File: src/rtl/seq_det_pkg.sv
// rtl/seq_det_pkg.sv - state type, limits and elaboration-time transition function for seq_detect_moore
package seq_det_pkg;

  localparam int MAX_SEQ_LEN = 8;

  typedef enum logic [3:0] {
    S0 = 4'd0, S1 = 4'd1, S2 = 4'd2, S3 = 4'd3, S4 = 4'd4,
    S5 = 4'd5, S6 = 4'd6, S7 = 4'd7, S8 = 4'd8
  } state_t;

  // pattern is right-aligned: pattern[len-1] is the first bit received.
  // Returns the longest prefix of the pattern that is a suffix of (prefix_k, a).
  function automatic state_t next_state(input logic [MAX_SEQ_LEN-1:0] pattern,
                                        input int len, input bit overlap,
                                        input int k, input logic a);
    int         kk;
    int         idx;
    logic [3:0] res;
    logic [2:0] pidx;
    logic       sb;
    bit         ok;
    if (k < 0 || k > len) return S0;
    kk  = (k == len && !overlap) ? 0 : k;
    res = 4'd0;
    for (int j = 1; j <= MAX_SEQ_LEN; j++) begin
      if (j <= kk + 1 && j <= len) begin
        ok = 1'b1;
        for (int m = 0; m < MAX_SEQ_LEN; m++) begin
          if (m < j) begin
            idx = kk + 1 - j + m;
            if (idx == kk) begin
              sb = a;
            end else begin
              pidx = 3'(len - 1 - idx);
              sb   = pattern[pidx];
            end
            pidx = 3'(len - 1 - m);
            if (sb != pattern[pidx]) ok = 1'b0;
          end
        end
        if (ok) res = 4'(j);
      end
    end
    return state_t'(res);
  endfunction

endpackage

File: src/rtl/sat_counter.sv
// rtl/sat_counter.sv - saturating up-counter with synchronous clear
module sat_counter #(
  parameter int CNT_W = 8
) (
  input  logic             clk,
  input  logic             reset,
  input  logic             clr,
  input  logic             inc,
  output logic [CNT_W-1:0] count
);

  always_ff @(posedge clk or negedge reset) begin
    if (!reset) begin
      count <= '0;
    end else if (clr) begin
      count <= '0;
    end else if (inc && count != {CNT_W{1'b1}}) begin
      count <= count + 1'b1;
    end
  end

endmodule

File: src/rtl/seq_detect_moore.sv
// rtl/seq_detect_moore.sv - Moore serial pattern detector with saturating match counter
module seq_detect_moore
  import seq_det_pkg::*;
#(
  parameter int               SEQ_LEN = 4,
  parameter logic [SEQ_LEN-1:0] PATTERN = 4'b1011,
  parameter bit               OVERLAP = 1'b1,
  parameter int               CNT_W   = 8
) (
  input  logic             clk,
  input  logic             reset,
  input  logic             en,
  input  logic             A,
  input  logic             clr_cnt,
  output logic             Y,
  output logic [CNT_W-1:0] match_cnt,
  output logic [3:0]       state_o
);

  localparam int                     NUM_CODES = 16;
  localparam logic [MAX_SEQ_LEN-1:0] PAT_EXT   = MAX_SEQ_LEN'(PATTERN);
  localparam state_t                 S_MATCH   = state_t'(SEQ_LEN);

  state_t state_q, state_d;
  state_t trans_tbl [NUM_CODES][2];
  logic   hit;

  // Full transition table is a constant; codes above SEQ_LEN fall back to S0.
  for (genvar k = 0; k < NUM_CODES; k++) begin : g_state
    for (genvar b = 0; b < 2; b++) begin : g_in
      localparam state_t NXT = next_state(PAT_EXT, SEQ_LEN, OVERLAP, k, 1'(b));
      assign trans_tbl[k][b] = NXT;
    end
  end

  always_ff @(posedge clk or negedge reset) begin
    if (!reset) begin
      state_q <= S0;
    end else begin
      state_q <= state_d;
    end
  end

  always_comb begin
    state_d = state_q;
    hit     = 1'b0;
    if (en) begin
      state_d = trans_tbl[state_q][A];
      hit     = (state_d == S_MATCH);
    end
  end

  assign Y       = (state_q == S_MATCH);
  assign state_o = state_q;

  sat_counter #(
    .CNT_W(CNT_W)
  ) u_cnt (
    .clk  (clk),
    .reset(reset),
    .clr  (clr_cnt),
    .inc  (hit),
    .count(match_cnt)
  );

endmodule

File: config.mk
export PLATFORM = sky130hd
export DESIGN_NAME = seq_detect_moore
export DESIGN_NICKNAME = d
export VERILOG_FILES = /design/src/rtl/seq_det_pkg.sv /design/src/rtl/sat_counter.sv /design/src/rtl/seq_detect_moore.sv
export SDC_FILE = /design/constraint.sdc
export NUM_CORES = 1
export LEC_CHECK = 0
export BUFFER_PORTS_ARGS = -buffer_cell sky130_fd_sc_hd__buf_2
export CORE_AREA = 4 4 41 43
export CTS_CLUSTER_SIZE = 16
export DETAILED_ROUTE_END_ITERATION = 10
export DIE_AREA = 0 0 45 47
export PLACE_DENSITY = 0.76
export SLEW_MARGIN = 20
export SYNTH_ARGS = -nofsm -noshare
export SYNTH_HDL_FRONTEND = slang
export SYNTH_HIERARCHICAL = 1
export SYNTH_SLANG_ARGS = --single-unit
File: constraint.sdc
create_clock -name clk -period 3 [get_ports clk]
set_clock_uncertainty 0.2 [all_clocks]
set_input_delay 0.3 -clock clk [delete_from_list [all_inputs] [get_ports clk]]
set_output_delay 0.3 -clock clk [all_outputs]
set_load 0.03 [all_outputs]
==> impl_metrics.env, run 1 <==
export IMPL_synth_seq_cells=11
export IMPL_crit_required_ps=2940
export IMPL_ctsRootBufferMaster="clkbuf_4"
export IMPL_cts_tree="built"
export IMPL_fmax_mhz=520
export IMPL_period_minus_slack_ps=1920
export IMPL_core_um2=1300
export IMPL_finalMaxSlewViolations=0
export IMPL_grt_max_degree=12
export IMPL_grt_setup_unrepaired="false"
export IMPL_critPathLaunchType="flip-flop"
export IMPL_cp_slowest_cell="a2111oi_0"
export IMPL_cts_sinks=11
export IMPL_dpl_cell_area_um2=749
export IMPL_async_flop_share=1.00
export IMPL_fin_cells=103
export IMPL_overflow=0
export IMPL_outcome="complete, no violations"
export IMPL_yosys_warnings=6
export IMPL_arrival_ps=1860
export IMPL_drt_first_pass_iters=4
export IMPL_dieWidth_um=45
export IMPL_clkLatencyLatePin_ps=270
export IMPL_synth_edff_count=0
export IMPL_via_count=580
export IMPL_numPlacedInstances=98
export IMPL_finalPower_uw=411
export IMPL_grt_total_usage=0.149
export IMPL_period_share=0.641
export IMPL_critPathBufInv=1
export IMPL_die_y_um=47
export IMPL_cts_buffers=3
export IMPL_start_util=0.507
export IMPL_ys_seq_area_frac=0.417
export IMPL_synth_main_ff_cell="dfrtp_1"
export IMPL_design_area_um2=786
export IMPL_dieArea_um2=2120
export IMPL_cp_max_fo=10
export IMPL_routed_wl_um=1300
export IMPL_dpl_hpwl_um=970
export IMPL_antennaDiodeCount=0
export IMPL_ff2ff_setup_slack_ps=1080
export IMPL_grt_pass1_wl_um=2190
export IMPL_ios=18
export IMPL_finalSetupTns_ps=0
export IMPL_syn_inst=69
export IMPL_setup_violations=0
export IMPL_p_leak_nw=0.379
export IMPL_vdd_drop_max_mv=0.369
export IMPL_path_cells="nor4_2, buf_4, nand3_1, a2111oi_0, nor3b_1"
export IMPL_cts_resized=0
export IMPL_path_class="reg -> reg"
export IMPL_max_cap_viol_count=0
export IMPL_cts_hold_fix_buffers=1
export IMPL_end_kind="flip-flop"
export IMPL_p_per_area_nw_per_um2=524
export IMPL_hold_viol=0
export IMPL_drc=0
export IMPL_antenna_found_initial=0
export IMPL_drt_initial_drc_count=13
export IMPL_min_path_type="in -> reg"
export IMPL_slowest_delay_ps=450
export IMPL_portBuffers=16
export IMPL_syn_nets=75
export IMPL_cp_top_family="simple AND/OR/NAND/NOR gates"
export IMPL_postRouteAntennaNets=0
export IMPL_postCtsSetupBuffers=0
export IMPL_drive_above_1_share=0.307
export IMPL_htree_levels=1
export IMPL_yosysUniqueCellTypes=36
export IMPL_wl_per_cell_um=12.6
export IMPL_clk_pin_slew_worst_paths_ps=70
export IMPL_nets=95
export IMPL_avgSynthCellArea_um2=9.56
export IMPL_netlist_area_um2=659
export IMPL_utilization=0.604
export IMPL_vias_per_cell=5.63
export IMPL_syn_to_final_growth_pct=19.2
export IMPL_clk_path_buf_depth=2
export IMPL_grt_pass1_vias=516
export IMPL_gp_congestion=0.782
export IMPL_row_count=13
==> layer usage <==
metal | vias up | global-route usage | wire length (um)
met1 | 270 | 0.192 | 621
met4 | 0 | 0.0526 | 11
li1 | 290 | - | -
met5 | - | 0 | 0
met3 | 2 | 0.0690 | 87
met2 | 18 | 0.218 | 576
==> synthesized netlist by cell type, drive strengths merged, types with 3 or more instances <==
library cell | number | area [um^2]
nor2b | 4 | 25.0
nand2b | 4 | 25.0
a21oi | 4 | 20.0
nor3 | 5 | 25.0
dfrtp | 11 | 275
nor3b | 3 | 27.5
nand2 | 3 | 11.3
nand3 | 3 | 20.0
inv | 4 | 15.0
==> state kept, by name (all words and copies together) (netlist names) <==
name	cells
state_o	3
u_cnt/count	8
==> logic make-up after synthesis <==
family / after synthesis / synth area share
mux: 3 / 0.0493
compound gates: 14 / 0.150
simple gates: 32 / 0.311
other cells: 1 / 0.00569
buf+inv: 7 / 0.0474
flops: 11 / 0.417
fa+ha+maj: 1 / 0.0190
==> path summary, 6_finish.rpt <==
path | start | to | cells past startpoint
max | state_o[2] | u_cnt/count[5] | 5
min | A | state_o[1] | 2
max reg2reg | state_o[2] | u_cnt/count[5] | 5
min reg2reg | u_cnt/count[7] | u_cnt/count[7] | 2
max in group asynchronous | reset | u_cnt/count[2] | 2
min in group asynchronous | reset | state_o[1] | 2
==> power breakdown <==
part | switching (mW) | internal (mW)
combinational | 0.0758 | 0.0468
sequential | 0.0260 | 0.164
clock | 0.0472 | 0.0514
==> cell type report <==
| class | instances | area, um^2 |
|---|---|---|
| multi-input cells | 51 | 353 |
| fillers | 121 | 515 |
| repair buffers | 18 | 97.6 |
| flip-flops and latches | 11 | 275 |
| clock buffers | 4 | 26.3 |
| well taps | 15 | 18.8 |
| inverters | 4 | 15.0 |
==> per-stage QoR <==
stage                     hold slack [ps]  setup slack, ps
final                                55.8             1080
after global routing                 50.9              871
after CTS                            45.6             1080
after detailed placement            -17.2             1050
after global placement              -17.6             1060
after floorplan                      -196             1000
==> placed cells by master, fill, tap and decap left out, drive strengths merged, types with 2 or more instances in the layout <==
cell type and n:
and4 2, o21ai 2, nand2b 4, nand2 3, a21oi 4, clkbuf 4
buf 17, nor2 2, inv 4, mux2 2, dfrtp 11, nor3 5
nand3 3, nor4 2, nor3b 3, nor2b 4
No activity file was read; power rests on OpenSTA's default activity.
==> run 2: changes to the inputs <==
- ABC_AREA: not set -> 1
- CORE_AREA: 4 4 41 43 -> not set
- CORE_MARGIN: not set -> 4
- CORE_UTILIZATION: not set -> 45
- DIE_AREA: 0 0 45 47 -> not set
- PLACE_DENSITY: 0.76 -> 0.72
- clock period: 3 -> 1.6 ns (I/O delays scaled with it)
==> run 2 against run 1 <==
  * Synthesized cell count increased by 48%
  * Non-clock buffer count increased by 4
  * Via count increased by 26%
  * Hold slack got worse by 26 ps
  * Critical path type unchanged
  * Sequential power increased by 64%
  * Highest routed layer unchanged
  * First-iteration DRC count unchanged
  * Count of clock-buffer cells in the layout unchanged
==> impl_metrics.env, run 2 <==
export IMPL_outcome="complete, no violations"
export IMPL_vdd_drop_max_mv=0.534
export IMPL_ios=18
export IMPL_core_um2=1370
export IMPL_setup_violations=0
export IMPL_synth_common_cells="nand2_1 (35), inv_1 (15), nand3_1 (12)"
export IMPL_ff2ff_setup_slack_ps=60
export IMPL_yosys_warnings=6
export IMPL_dieWidth_um=47.2
export IMPL_nets=134
export IMPL_synth_edff_count=0
export IMPL_power_internal_uw=433
export IMPL_p_seq_frac=0.502
export IMPL_drc=0
export IMPL_syn_inst=102
export IMPL_arrival_ps=1490
export IMPL_fmax_mhz=648
export IMPL_p_leak_nw=0.482
export IMPL_period_share=0.965
export IMPL_htree_levels=1
export IMPL_p_clk_frac=0.293
export IMPL_critPathLaunch="u_cnt/count[0]"
export IMPL_final_cell_mix="nand2_1 (34), buf_2 (14), inv_1 (13)"
export IMPL_async_flop_share=1.00
export IMPL_row_count=13
export IMPL_die_y_um=47.2
export IMPL_synth_main_ff_cell="dfrtp_1"
export IMPL_cts_buffers=3
export IMPL_register_area_um2=282
export IMPL_final_common_cell="nand2_1"
export IMPL_cp_slowest_cell="dfrtp_2"
export IMPL_finalSetupTns_ps=0
export IMPL_start_util=0.506
export IMPL_largest_reg_flops=8
export IMPL_routed_wl_um=1770
export IMPL_synth_area_top_cells="dfrtp_1 (40%), nand2_1 (19%), nand3_1 (8.7%)"
export IMPL_netlist_area_um2=692
export IMPL_fillers=114
export IMPL_postRouteAntennaNets=0
export IMPL_utilization=0.671
export IMPL_pwr_share_comb=0.205
export IMPL_clk_path_buf_depth=2
export IMPL_antennaDiodeCount=0
export IMPL_hold_viol=0
export IMPL_clkLatencyLatePin_ps=260
export IMPL_slowest_delay_ps=430
export IMPL_max_cap_viol_count=0
export IMPL_drive_above_1_share=0.323
export IMPL_drt_initial_drc_count=13
export IMPL_switching_share=0.305
export IMPL_cts_sinks=11
export IMPL_via_count=731
export IMPL_antenna_found_initial=0
export IMPL_design_area_um2=917
export IMPL_switchingPower_uw=190
export IMPL_clk_pin_slew_worst_paths_ps=70
export IMPL_cp_max_fo=6
export IMPL_wl_per_cell_um=12.4
export IMPL_synth_seq_cells=11
export IMPL_synth_top_cell_area_share=0.398
export IMPL_ys_seq_area_frac=0.398
export IMPL_crit_required_ps=1550
export IMPL_path_class="reg -> reg"
export IMPL_yosys_area_top_type="dfrtp_1"
export IMPL_drt_first_pass_iters=4
export IMPL_post_synth_top_count_cell="nand2_1"
export IMPL_dpl_hpwl_um=1260
export IMPL_dieArea_um2=2230
export IMPL_end_kind="flip-flop"
export IMPL_min_path_type="in -> reg"
export IMPL_grt_max_degree=12
export IMPL_r2r_start="u_cnt/count[0]"
export IMPL_grt_total_usage=0.183
export IMPL_cp_top_family="simple AND/OR/NAND/NOR gates"
export IMPL_ctsRootBufferMaster="clkbuf_4"
export IMPL_vias_per_cell=5.15
export IMPL_p_per_area_nw_per_um2=679
export IMPL_syn_to_final_growth_pct=32.5
export IMPL_period_minus_slack_ps=1540
export IMPL_cts_tree="built"
export IMPL_top_register="u_cnt/count"
export IMPL_portBuffers=16
export IMPL_path_cells="ha_2, nand2_2, nor2_4, nand2_1, nand2_2, nand2_4, clkinv_4, nand2_1, nand2_1"
export IMPL_critPathLaunchType="flip-flop"
export IMPL_grt_pass1_wl_um=2760
export IMPL_finalMaxSlewViolations=0
export IMPL_avgSynthCellArea_um2=6.78
export IMPL_grt_pass1_vias=650
export IMPL_min_from="clr_cnt"
export IMPL_gp_congestion=0.850
export IMPL_yosysUniqueCellTypes=19
export IMPL_critPathBufInv=1
export IMPL_cp_common_cell="nand2_1"
export IMPL_dpl_cell_area_um2=803
export IMPL_syn_nets=108
export IMPL_overflow=0
export IMPL_multi_input_area_um2=378
-- run 2: cell count changes after synthesis, sizes merged, moves of 4 or more --
cell / change
nand3: +9
nor2: +8
nor2b: -4
inv: +11
nand2: +35
nand2b: -4
-- run 2: logic make-up after synthesis --
kind of cell / Yosys count / synth area share
flops: 11 / 0.398
simple gates: 62 / 0.387
other cells: 1 / 0.00542
compound gates: 10 / 0.0868
fa+ha+maj: 1 / 0.0181
buf+inv: 17 / 0.105
-- run 2: path summary, 6_finish.rpt --
kind | depth (start not counted) | to
worst max-delay path | 9 | u_cnt/count[2]
worst min-delay path | 4 | u_cnt/count[7]
worst max register to register | 9 | u_cnt/count[2]
worst min register to register | 2 | state_o[1]
max in group asynchronous | 2 | state_o[2]
min in group asynchronous | 2 | u_cnt/count[2]
-- run 2: power groups by stage --
stage | sequential [mW] | combinational, mW | clock, mW
floorplan | 0.340 | 0.0520 | 0
detailed placement | 0.316 | 0.113 | 0
finish | 0.312 | 0.128 | 0.183
global placement | 0.316 | 0.111 | 0
global route | 0.315 | 0.140 | 0.207
CTS | 0.312 | 0.120 | 0.192
-- run 2: worst register-to-register path, delay by kind of cell (launching register included) --
family / cells / cell delay, ps
buffers and inverters: 1 / 70
DFF: 1 / 430
adders and majority gates: 1 / 210
and+or+nand+nor: 7 / 520
-- run 2: through the flow --
stage | hold WS (ps) | power [mW] | setup slack [ps] | cells
global route | 54.8 | 0.662 | -6.29 | 142
global placement | -155 | 0.427 | 0.414 | 133
detailed placement | -152 | 0.429 | -31.4 | 133
floorplan | -336 | 0.392 | 53.7 | 102
CTS | 20.9 | 0.624 | 23.7 | 141
finish | 29.7 | 0.622 | 55.6 | 142
-- run 2: cell type report --
class	count	area share
inverters	16	0.0709
multi-input cells	74	0.412
well taps	15	0.0205
flip-flops and latches	11	0.307
clock buffers	4	0.0286
repair buffers	22	0.161
-- run 2: metal layers --
layer / track usage / part of all wire / vias to the layer above
met5: 0 / 0 / -
met3: 0.0268 / 0.058 / 2
met4: 0.105 / 0.0096 / 0
met2: 0.333 / 0.49 / 24
met1: 0.200 / 0.44 / 338
li1: - / - / 367
-- run 2: what timing repair did --
| item | CTS | global route |
|---|---|---|
| endpoints found under the hold margin | 14 | 0 |
| setup buffers | 1 | 2 |
| hold buffers | 3 | 0 |
| pin swaps | 1 | 1 |
| resized for setup | 1 | 10 |
| setup endpoints to repair | 2 | 7 |
==> run 3: changes to the inputs <==
- BUFFER_PORTS_ARGS: -buffer_cell sky130_fd_sc_hd__buf_2 -> not set
- CORE_AREA: not set -> 4 4 41 43
- CORE_MARGIN: 4 -> not set
- CORE_UTILIZATION: 45 -> not set
- DIE_AREA: not set -> 0 0 45 47
- DONT_BUFFER_PORTS: not set -> 1
- GPL_TIMING_DRIVEN: not set -> 0
- PLACE_DENSITY: 0.72 -> 0.67
- clock period: 1.6 -> 1.9 ns (I/O delays scaled with it)
==> run 3 against run 2 <==
  * Fmax fell by 13%
  * Combinational power shrank 48%
  * Worst setup slack better by 71 ps
  * Sequential power fell by 8.3%
  * Critical path depth unchanged
  * Via count shrank 8.5%
  * Design area is 13% lower
  * Flip-flop and latch count is the same
  * Largest cell class unchanged
  * Highest routed layer unchanged
==> impl_metrics.env, run 3 (synthesized netlist as in run 2, its figures left out) <==
export IMPL_drt_first_pass_iters=4
export IMPL_dp_slack_ps=-64.8
export IMPL_grt_setup_unrepaired="false"
export IMPL_dieArea_um2=2120
export IMPL_fillers=126
export IMPL_syn_to_final_growth_pct=15.2
export IMPL_slew_limit_headroom=0.652
export IMPL_period_minus_slack_ps=1770
export IMPL_ios=18
export IMPL_antenna_found_initial=0
export IMPL_p_per_area_nw_per_um2=641
export IMPL_core_um2=1300
export IMPL_cp_top_family="simple AND/OR/NAND/NOR gates"
export IMPL_dpl_cell_area_um2=711
export IMPL_drive_above_1_share=0.144
export IMPL_fin_cells=126
export IMPL_clkLatencyLatePin_ps=270
export IMPL_vias_per_cell=5.31
export IMPL_slowest_delay_ps=570
export IMPL_cts_buffers=3
export IMPL_setup_violations=0
export IMPL_dieWidth_um=45
export IMPL_min_path_type="in -> reg"
export IMPL_vdd_drop_max_mv=0.360
export IMPL_critPathBufInv=1
export IMPL_worst_pin_slew_ps=520
export IMPL_dpl_hpwl_um=1170
export IMPL_postRouteAntennaNets=0
export IMPL_start_util=0.532
export IMPL_crit_required_ps=1900
export IMPL_portBuffers=0
export IMPL_drt_initial_drc_count=32
export IMPL_routed_wl_um=1600
export IMPL_overflow=0
export IMPL_gp_congestion=0.851
export IMPL_final_common_cell="nand2_1"
export IMPL_path_cells="ha_1, nand2_2, nor2_2, nand2_1, nand2_2, nand2_4, clkinv_4, nand2_1, nand2_1"
export IMPL_nets=118
export IMPL_postCtsSetupBuffers=0
export IMPL_grt_pass1_vias=625
export IMPL_fmax_mhz=564
export IMPL_end_kind="flip-flop"
export IMPL_arrival_ps=1780
export IMPL_outcome="complete, no violations"
export IMPL_cp_max_fo=6
export IMPL_cts_sinks=11
export IMPL_p_leak_nw=0.393
export IMPL_largest_reg_flops=8
export IMPL_ctsRootBufferMaster="clkbuf_4"
export IMPL_clk_path_buf_depth=2
export IMPL_critPathLaunchType="flip-flop"
export IMPL_cp_slowest_cell="dfrtp_1"
export IMPL_finalSetupTns_ps=0
export IMPL_period_share=0.933
export IMPL_wl_per_cell_um=12.7
export IMPL_finalPower_uw=511
export IMPL_row_count=13
export IMPL_clk_pin_slew_worst_paths_ps=70
export IMPL_max_cap_viol_count=0
export IMPL_numPlacedInstances=117
export IMPL_grt_total_usage=0.165
export IMPL_finalMaxSlewViolations=0
export IMPL_grt_max_degree=12
export IMPL_antennaDiodeCount=0
export IMPL_grt_pass1_wl_um=2470
export IMPL_htree_levels=1
export IMPL_cp_common_cell="nand2_1"
export IMPL_path_class="reg -> reg"
export IMPL_top_register="u_cnt/count"
export IMPL_hold_viol=0
export IMPL_via_count=669
export IMPL_cts_tree="built"
export IMPL_die_y_um=47
export IMPL_design_area_um2=797
export IMPL_final_cell_mix="nand2_1 (35), inv_1 (15), nand3_1 (12)"
export IMPL_layout_setup_ws_ps=127
export IMPL_drc=0
[run 3: cell count changes in the layout (fill, tap and decap cells not counted), sizes merged]
cell / previous run / this run
buf: 19 / 1
dlymetal6s4s: 1 / 0
dlygate4sd3: 2 / 5
[run 3: worst paths after layout]
kind	from	endpoint	slack, ps	cells past startpoint
max reg2reg	u_cnt/count[0]	u_cnt/count[3]	130	9
min reg2reg	u_cnt/count[1]	u_cnt/count[1]	460	2
min in group asynchronous	reset	u_cnt/count[7]	130	1
min	A	state_o[0]	20	4
max in group asynchronous	reset	state_o[0]	990	1
max	u_cnt/count[0]	u_cnt/count[3]	130	9
[run 3: final cells by class]
class                   instances  area [um^2]  share of cell area
plain buffers                   1         7.51             0.00942
clock buffers                   4         26.3              0.0330
well taps                      15         18.8              0.0235
flip-flops and latches         11          279               0.350
repair buffers                  5         50.0              0.0628
multi-input cells              74          350               0.440
inverters                      16         65.1              0.0816
[run 3: layer usage]
| layer | vias up | track usage | wire length, um |
|---|---|---|---|
| met5 | - | 0 | 0 |
| met4 | 0 | 0.0994 | 30 |
| met3 | 6 | 0.0383 | 131 |
| met2 | 30 | 0.311 | 798 |
| met1 | 298 | 0.162 | 643 |
| li1 | 335 | - | - |
[run 3: tightest hold or removal path: stages]
cell	delay [ps]
nand2_1	90
inv_1	50
nand3_1	70
nand2_1	50
[run 3: stage by stage]
step / hold WS (ps) / utilization
floorplan: -306 / -
global placement: -305 / 0.546
detailed placement: -305 / 0.546
CTS: 6.91 / 0.608
global route: 39.3 / 0.613
finish: 20.3 / 0.613
[run 3: report_power, final]
part / switching [mW] / internal (mW)
clock network: 0.0769 / 0.0813
logic: 0.0407 / 0.0256
registers: 0.0409 / 0.245
total: 0.159 / 0.352
[run 3: what timing repair did]
action                                  CTS  global route
hold buffers                              5             0
hold endpoints to repair                 22             0
endpoints found under the setup margin    4             7
resized for setup                         1             4
